File: src/rtl/io_event_pkg.sv
// Shared constants and width helpers for the event capture queue.
package io_event_pkg;

    localparam int unsigned OVF_DROP_NEWEST      = 0;
    localparam int unsigned OVF_OVERWRITE_OLDEST = 1;

    function automatic int unsigned entry_width(input int unsigned ts_width,
                                                input int unsigned num_inputs);
        return ts_width + num_inputs;
    endfunction

    function automatic int unsigned count_width(input int unsigned depth);
        return $clog2(depth) + 1;
    endfunction

endpackage

File: src/rtl/event_fifo_fwft.sv
// First-word-fall-through queue with occupancy count and optional overwrite-oldest on full.
module event_fifo_fwft
    import io_event_pkg::*;
#(
    parameter int unsigned WIDTH     = 24,
    parameter int unsigned DEPTH     = 32,
    parameter logic        OVERWRITE = 1'b0
) (
    input  logic                          clk,
    input  logic                          rst_b,
    input  logic                          wr_en,
    input  logic [WIDTH-1:0]              wr_data,
    input  logic                          rd_en,
    output logic [WIDTH-1:0]              dout,
    output logic                          empty,
    output logic                          full,
    output logic [count_width(DEPTH)-1:0] count,
    output logic                          lost
);

    localparam int unsigned AW = $clog2(DEPTH);
    localparam int unsigned CW = count_width(DEPTH);

    logic [WIDTH-1:0] mem [DEPTH];
    logic [AW-1:0]    wr_ptr;
    logic [AW-1:0]    rd_ptr;
    logic [CW-1:0]    cnt;
    logic             do_pop;
    logic             do_write;
    logic             adv_rd;

    assign empty = (cnt == '0);
    assign full  = (cnt == CW'(DEPTH));
    assign count = cnt;
    assign dout  = empty ? '0 : mem[rd_ptr];

    // Overwrite on full advances the head with the tail, so count is unchanged.
    always_comb begin
        do_pop   = 1'b0;
        do_write = 1'b0;
        adv_rd   = 1'b0;
        lost     = 1'b0;
        do_pop   = rd_en && !empty;
        do_write = wr_en && (!full || do_pop || OVERWRITE);
        adv_rd   = do_pop || (wr_en && full && OVERWRITE);
        lost     = wr_en && full && !do_pop;
    end

    always_ff @(posedge clk) begin
        if (do_write) begin
            mem[wr_ptr] <= wr_data;
        end
    end

    always_ff @(posedge clk or negedge rst_b) begin
        if (!rst_b) begin
            wr_ptr <= '0;
            rd_ptr <= '0;
            cnt    <= '0;
        end else begin
            if (do_write) begin
                wr_ptr <= wr_ptr + 1'b1;
            end
            if (adv_rd) begin
                rd_ptr <= rd_ptr + 1'b1;
            end
            case ({do_write, adv_rd})
                2'b10:   cnt <= cnt + 1'b1;
                2'b01:   cnt <= cnt - 1'b1;
                default: cnt <= cnt;
            endcase
        end
    end

endmodule

File: src/rtl/io_event_queue.sv
// Masked event capture with prescaled timestamp, FWFT queue and overflow accounting.
module io_event_queue
    import io_event_pkg::*;
#(
    parameter int unsigned NUM_INPUTS    = 8,
    parameter int unsigned FIFO_DEPTH    = 32,
    parameter int unsigned TS_WIDTH      = 16,
    parameter int unsigned TICK_DIV      = 50000,
    parameter int unsigned OVERFLOW_MODE = 0
) (
    input  logic                                          clk,
    input  logic                                          rst_b,
    input  logic [NUM_INPUTS-1:0]                         event_in,
    input  logic [NUM_INPUTS-1:0]                         event_mask,
    input  logic                                          rd_en,
    output logic [entry_width(TS_WIDTH, NUM_INPUTS)-1:0]  dout,
    output logic                                          empty,
    output logic                                          full,
    output logic [count_width(FIFO_DEPTH)-1:0]            count,
    output logic [7:0]                                    overflow_count,
    input  logic                                          clr_overflow
);

    localparam int unsigned EW = entry_width(TS_WIDTH, NUM_INPUTS);
    localparam int unsigned PW = (TICK_DIV > 1) ? $clog2(TICK_DIV) : 1;
    localparam logic [PW-1:0] PRESC_MAX = PW'(TICK_DIV - 1);

    logic [PW-1:0]         presc;
    logic [TS_WIDTH-1:0]   ts;
    logic [NUM_INPUTS-1:0] masked;
    logic                  cap_valid;
    logic [EW-1:0]         cap_word;
    logic                  lost;

    assign masked = event_in & event_mask;

    always_ff @(posedge clk or negedge rst_b) begin
        if (!rst_b) begin
            presc <= '0;
            ts    <= '0;
        end else if (presc == PRESC_MAX) begin
            presc <= '0;
            ts    <= ts + 1'b1;
        end else begin
            presc <= presc + 1'b1;
        end
    end

    always_ff @(posedge clk or negedge rst_b) begin
        if (!rst_b) begin
            cap_valid <= 1'b0;
            cap_word  <= '0;
        end else begin
            cap_valid <= |masked;
            cap_word  <= {ts, masked};
        end
    end

    event_fifo_fwft #(
        .WIDTH     (EW),
        .DEPTH     (FIFO_DEPTH),
        .OVERWRITE (OVERFLOW_MODE == OVF_OVERWRITE_OLDEST)
    ) u_fifo (
        .clk     (clk),
        .rst_b   (rst_b),
        .wr_en   (cap_valid),
        .wr_data (cap_word),
        .rd_en   (rd_en),
        .dout    (dout),
        .empty   (empty),
        .full    (full),
        .count   (count),
        .lost    (lost)
    );

    // A clear in the same cycle as a loss leaves that loss counted.
    always_ff @(posedge clk or negedge rst_b) begin
        if (!rst_b) begin
            overflow_count <= '0;
        end else if (clr_overflow) begin
            overflow_count <= {7'b0, lost};
        end else if (lost && (overflow_count != 8'hFF)) begin
            overflow_count <= overflow_count + 1'b1;
        end
    end

endmodule

File: config.mk
export PLATFORM = sky130hd
export DESIGN_NAME = io_event_queue
export DESIGN_NICKNAME = d
export VERILOG_FILES = /design/src/rtl/io_event_pkg.sv /design/src/rtl/event_fifo_fwft.sv /design/src/rtl/io_event_queue.sv
export SDC_FILE = /design/constraint.sdc
export NUM_CORES = 1
export LEC_CHECK = 0
export BUFFER_PORTS_ARGS = -buffer_cell sky130_fd_sc_hd__buf_2
export CORE_ASPECT_RATIO = 0.8
export CORE_UTILIZATION = 53
export CTS_CLUSTER_SIZE = 12
export DETAILED_ROUTE_END_ITERATION = 8
export PLACE_DENSITY = 0.79
export SLEW_MARGIN = 25
export SYNTH_ARGS = -nofsm -noshare
export SYNTH_HDL_FRONTEND = slang
export SYNTH_HIERARCHICAL = 1
export SYNTH_SLANG_ARGS = --single-unit
File: constraint.sdc
create_clock -name clk -period 3.8 [get_ports clk]
set_input_delay 0.76 -clock clk [delete_from_list [all_inputs] [get_ports clk]]
set_output_delay 0.76 -clock clk [all_outputs]
set_load 0.05 [all_outputs]
==> metrics.txt <==
ys flop type edfxtp_1; Overall Global Routing Usage 26.3%; DP Area 35100 µm²; Post-Synthesis Cells 1680; Worst Path Required 3040 ps; Final setup violation count 2; Die Height 225 µm; CTS tree built; #FFs+latches synth 849; DR vias/cell 6.54; Final Hold Vio Count 0; # IOs 60; Port Buffer Count 59; FF-to-FF path depth 6; CP Launch Type register; Die Area 63300 µm²; clk buf depth 3; H-tree depth 3; DP Worst Slack 225 ps; 1st-iter DRT viols 2395; share of layout cells above drive strength 1 29.2%; critical path type reg -> out; r2r setup slk 800 ps; mapped cell area 33000 µm²; vias post-DR 18.0k; Hold Crit Class in -> async; post-layout net count 1901; Yosys Warn Count 6; Final WS setup -59.4 ps; DR pass1 iterations 7; post-detail-place hpwl 46600 µm; worst-path maximum fanout 21; RSZ-0062 raised after global routing yes; status finished, violations left; post-DR wirelength/cell 30.1 µm; vias in the first global route 17.9k; first-pass GRT wire length 119000 µm; gpl congestion 0.828; TritonCTS Buffers 82; commonest cells after routing, fill and taps aside edfxtp_1 (768), mux4_2 (129), buf_4 (107), clkbuf_16 (91), mux2i_1 (87); clock root buffer clkbuf_16; initial antenna violation count 2; Max-Cap Viols 0; FMAX 259 MHz; most common cell after layout, fill and taps aside edfxtp_1; # rows 81; Setup crit end kind output port; Final Slew Violations 0; CTS Hold Bufs 0; Synth cell types 60; Lkg Pwr 12.4 nW; clock sink count 849; clk slew on worst S/H paths 60 ps; maximum number of pins on one net before global-route repair 71; Worst IR Drop VDD 0.000425 V; Clk Latency, worst-skew pair 620 ps; Post-synth EDFFs 768; Slew headroom 30.2%; core area 61300 µm²; antenna-violating nets left 0; Die W 281 µm; Synth Net Count 1709; measured slew at the worst slew-check pin 1050 ps; final worst path period need 3860 ps; gr ovfl total 0; initial core utilization 53.8%; failing checks negative setup slack; pwr dens 788 nW/µm²; fin crit share 102%; arrival time at the worst endpoint 3100 ps; area added between synthesis and finish 16.4%; Async S/R FF share, synth 9.54%; DRC 0; Layout Skew 26.9 ps; detailed-route wire length 82800 µm; Seq/Total Area, Yosys 76.0%; Finished Cell Area 38400 µm²; average size of a mapped cell 19.7 µm²
## sequential cells by signal, summed over array words and instances (netlist names)
| register | flops |
|---|---|
| u_fifo/wr_ptr | 5 |
| ts | 16 |
| u_fifo/rd_ptr | 5 |
| u_fifo/mem | 768 |
| u_fifo/count | 6 |
| overflow_count | 8 |
| presc | 16 |
| cap_word | 24 |
| cap_valid | 1 |
## kinds of logic after synthesis
group	share of synthesized area (%)
AND/OR/NAND/NOR	3.71
AO/OA/AOI/OAI	4.16
XOR/XNOR	1.08
adder cells (fa/ha/maj)	0.341
multiplexers	13.0
buffers and inverters	1.68
flip-flops	76.0
## path summary, 6_finish.rpt
check	startpoint	to
worst min-delay path	rst_b	presc[6]
max in group asynchronous	rst_b	overflow_count[5]
min in group clk	event_mask[7]	cap_word[7]
worst max-delay path	u_fifo/rd_ptr[0]	dout[17]
worst min register to register	ts[6]	cap_word[14]
worst max register to register	u_fifo/count[1]	u_fifo/mem[19][21]
## routing by layer
metal / part of all wire [%] / track usage [%] / up-vias
li1: - / - / 7251
met1: 38 / 36.5 / 9335
met2: 48 / 41.9 / 1221
met3: 11 / 5.26 / 188
met4: 3.4 / 9.27 / 0
met5: 0 / 0 / -
## what timing repair did
item                                    CTS  global route
setup buffers                            29            12
resized for setup                        71            50
gates cloned                              1             5
endpoints found under the hold margin     0             0
pin swaps                                 6            14
endpoints found under the setup margin   24            24
## area by class of cell
cell class                 count  area, µm²
sequential                   849      25100
fill                        3945      22900
multi-input combinational    724       7940
clock buffer                 124       2300
timing repair buffer         201       1940
tap                          830       1040
inverter                      14       52.6
clock inverter                 5       37.5
antenna                        5       12.5
## worst max-delay path: stages (launching register included)
cell and delay (ps):
dfrtp_4 440, clkbuf_4 220, buf_16 210, mux4_2 540, a22o_1 310, a2111oi_4 400
nor3_1 100, buf_2 230
## where the power goes
group | switching (mW) | total (mW) | internal, mW
clock | 3.29 | 7.43 | 4.15
sequential | 0.540 | 11.9 | 11.4
combinational | 6.56 | 11.0 | 4.40
## cells in the mapped netlist (all sizes together) (4+ instances only)
library cell / instances / area share (%)
mux2: 34 / 1.2
o221ai: 20 / 0.53
xor2: 15 / 0.42
nand3: 19 / 0.30
o21ai: 15 / 0.23
mux2i: 88 / 2.7
a211oi: 33 / 0.75
dfrtp: 81 / 6.1
clkbuf: 41 / 0.47
edfxtp: 768 / 70
or2: 5 / 0.095
mux4: 134 / 9.2
buf: 52 / 1.1
ha: 9 / 0.34
nor3: 39 / 0.61
and3: 7 / 0.13
inv: 13 / 0.15
nor2: 72 / 0.82
a22oi: 6 / 0.14
a22o: 33 / 0.88
o31ai: 5 / 0.11
and2: 8 / 0.15
nor4: 10 / 0.23
nor2b: 13 / 0.25
a21oi: 15 / 0.23
nand2: 31 / 0.35
nand2b: 4 / 0.076
o22ai: 28 / 0.53
a2111oi: 18 / 0.54
xnor2: 25 / 0.66
nand4: 10 / 0.19
## through the flow
step | utilization (%) | std cells | total power, mW | hold WS [ps] | TNS, ps
2_1_floorplan | - | 1680 | 18.1 | 372 | 0
4_1_cts | 62.0 | 2732 | 29.6 | 313 | -254
6_report | 62.7 | 2752 | 30.3 | 174 | -90.0
5_1_grt | 62.7 | 2747 | 31.1 | 205 | -389
3_5_place_dp | 57.2 | 2573 | 21.3 | 407 | 0
3_3_place_gp | 57.2 | 2573 | 21.0 | 401 | 0
Power figures use the tool's default switching activity.
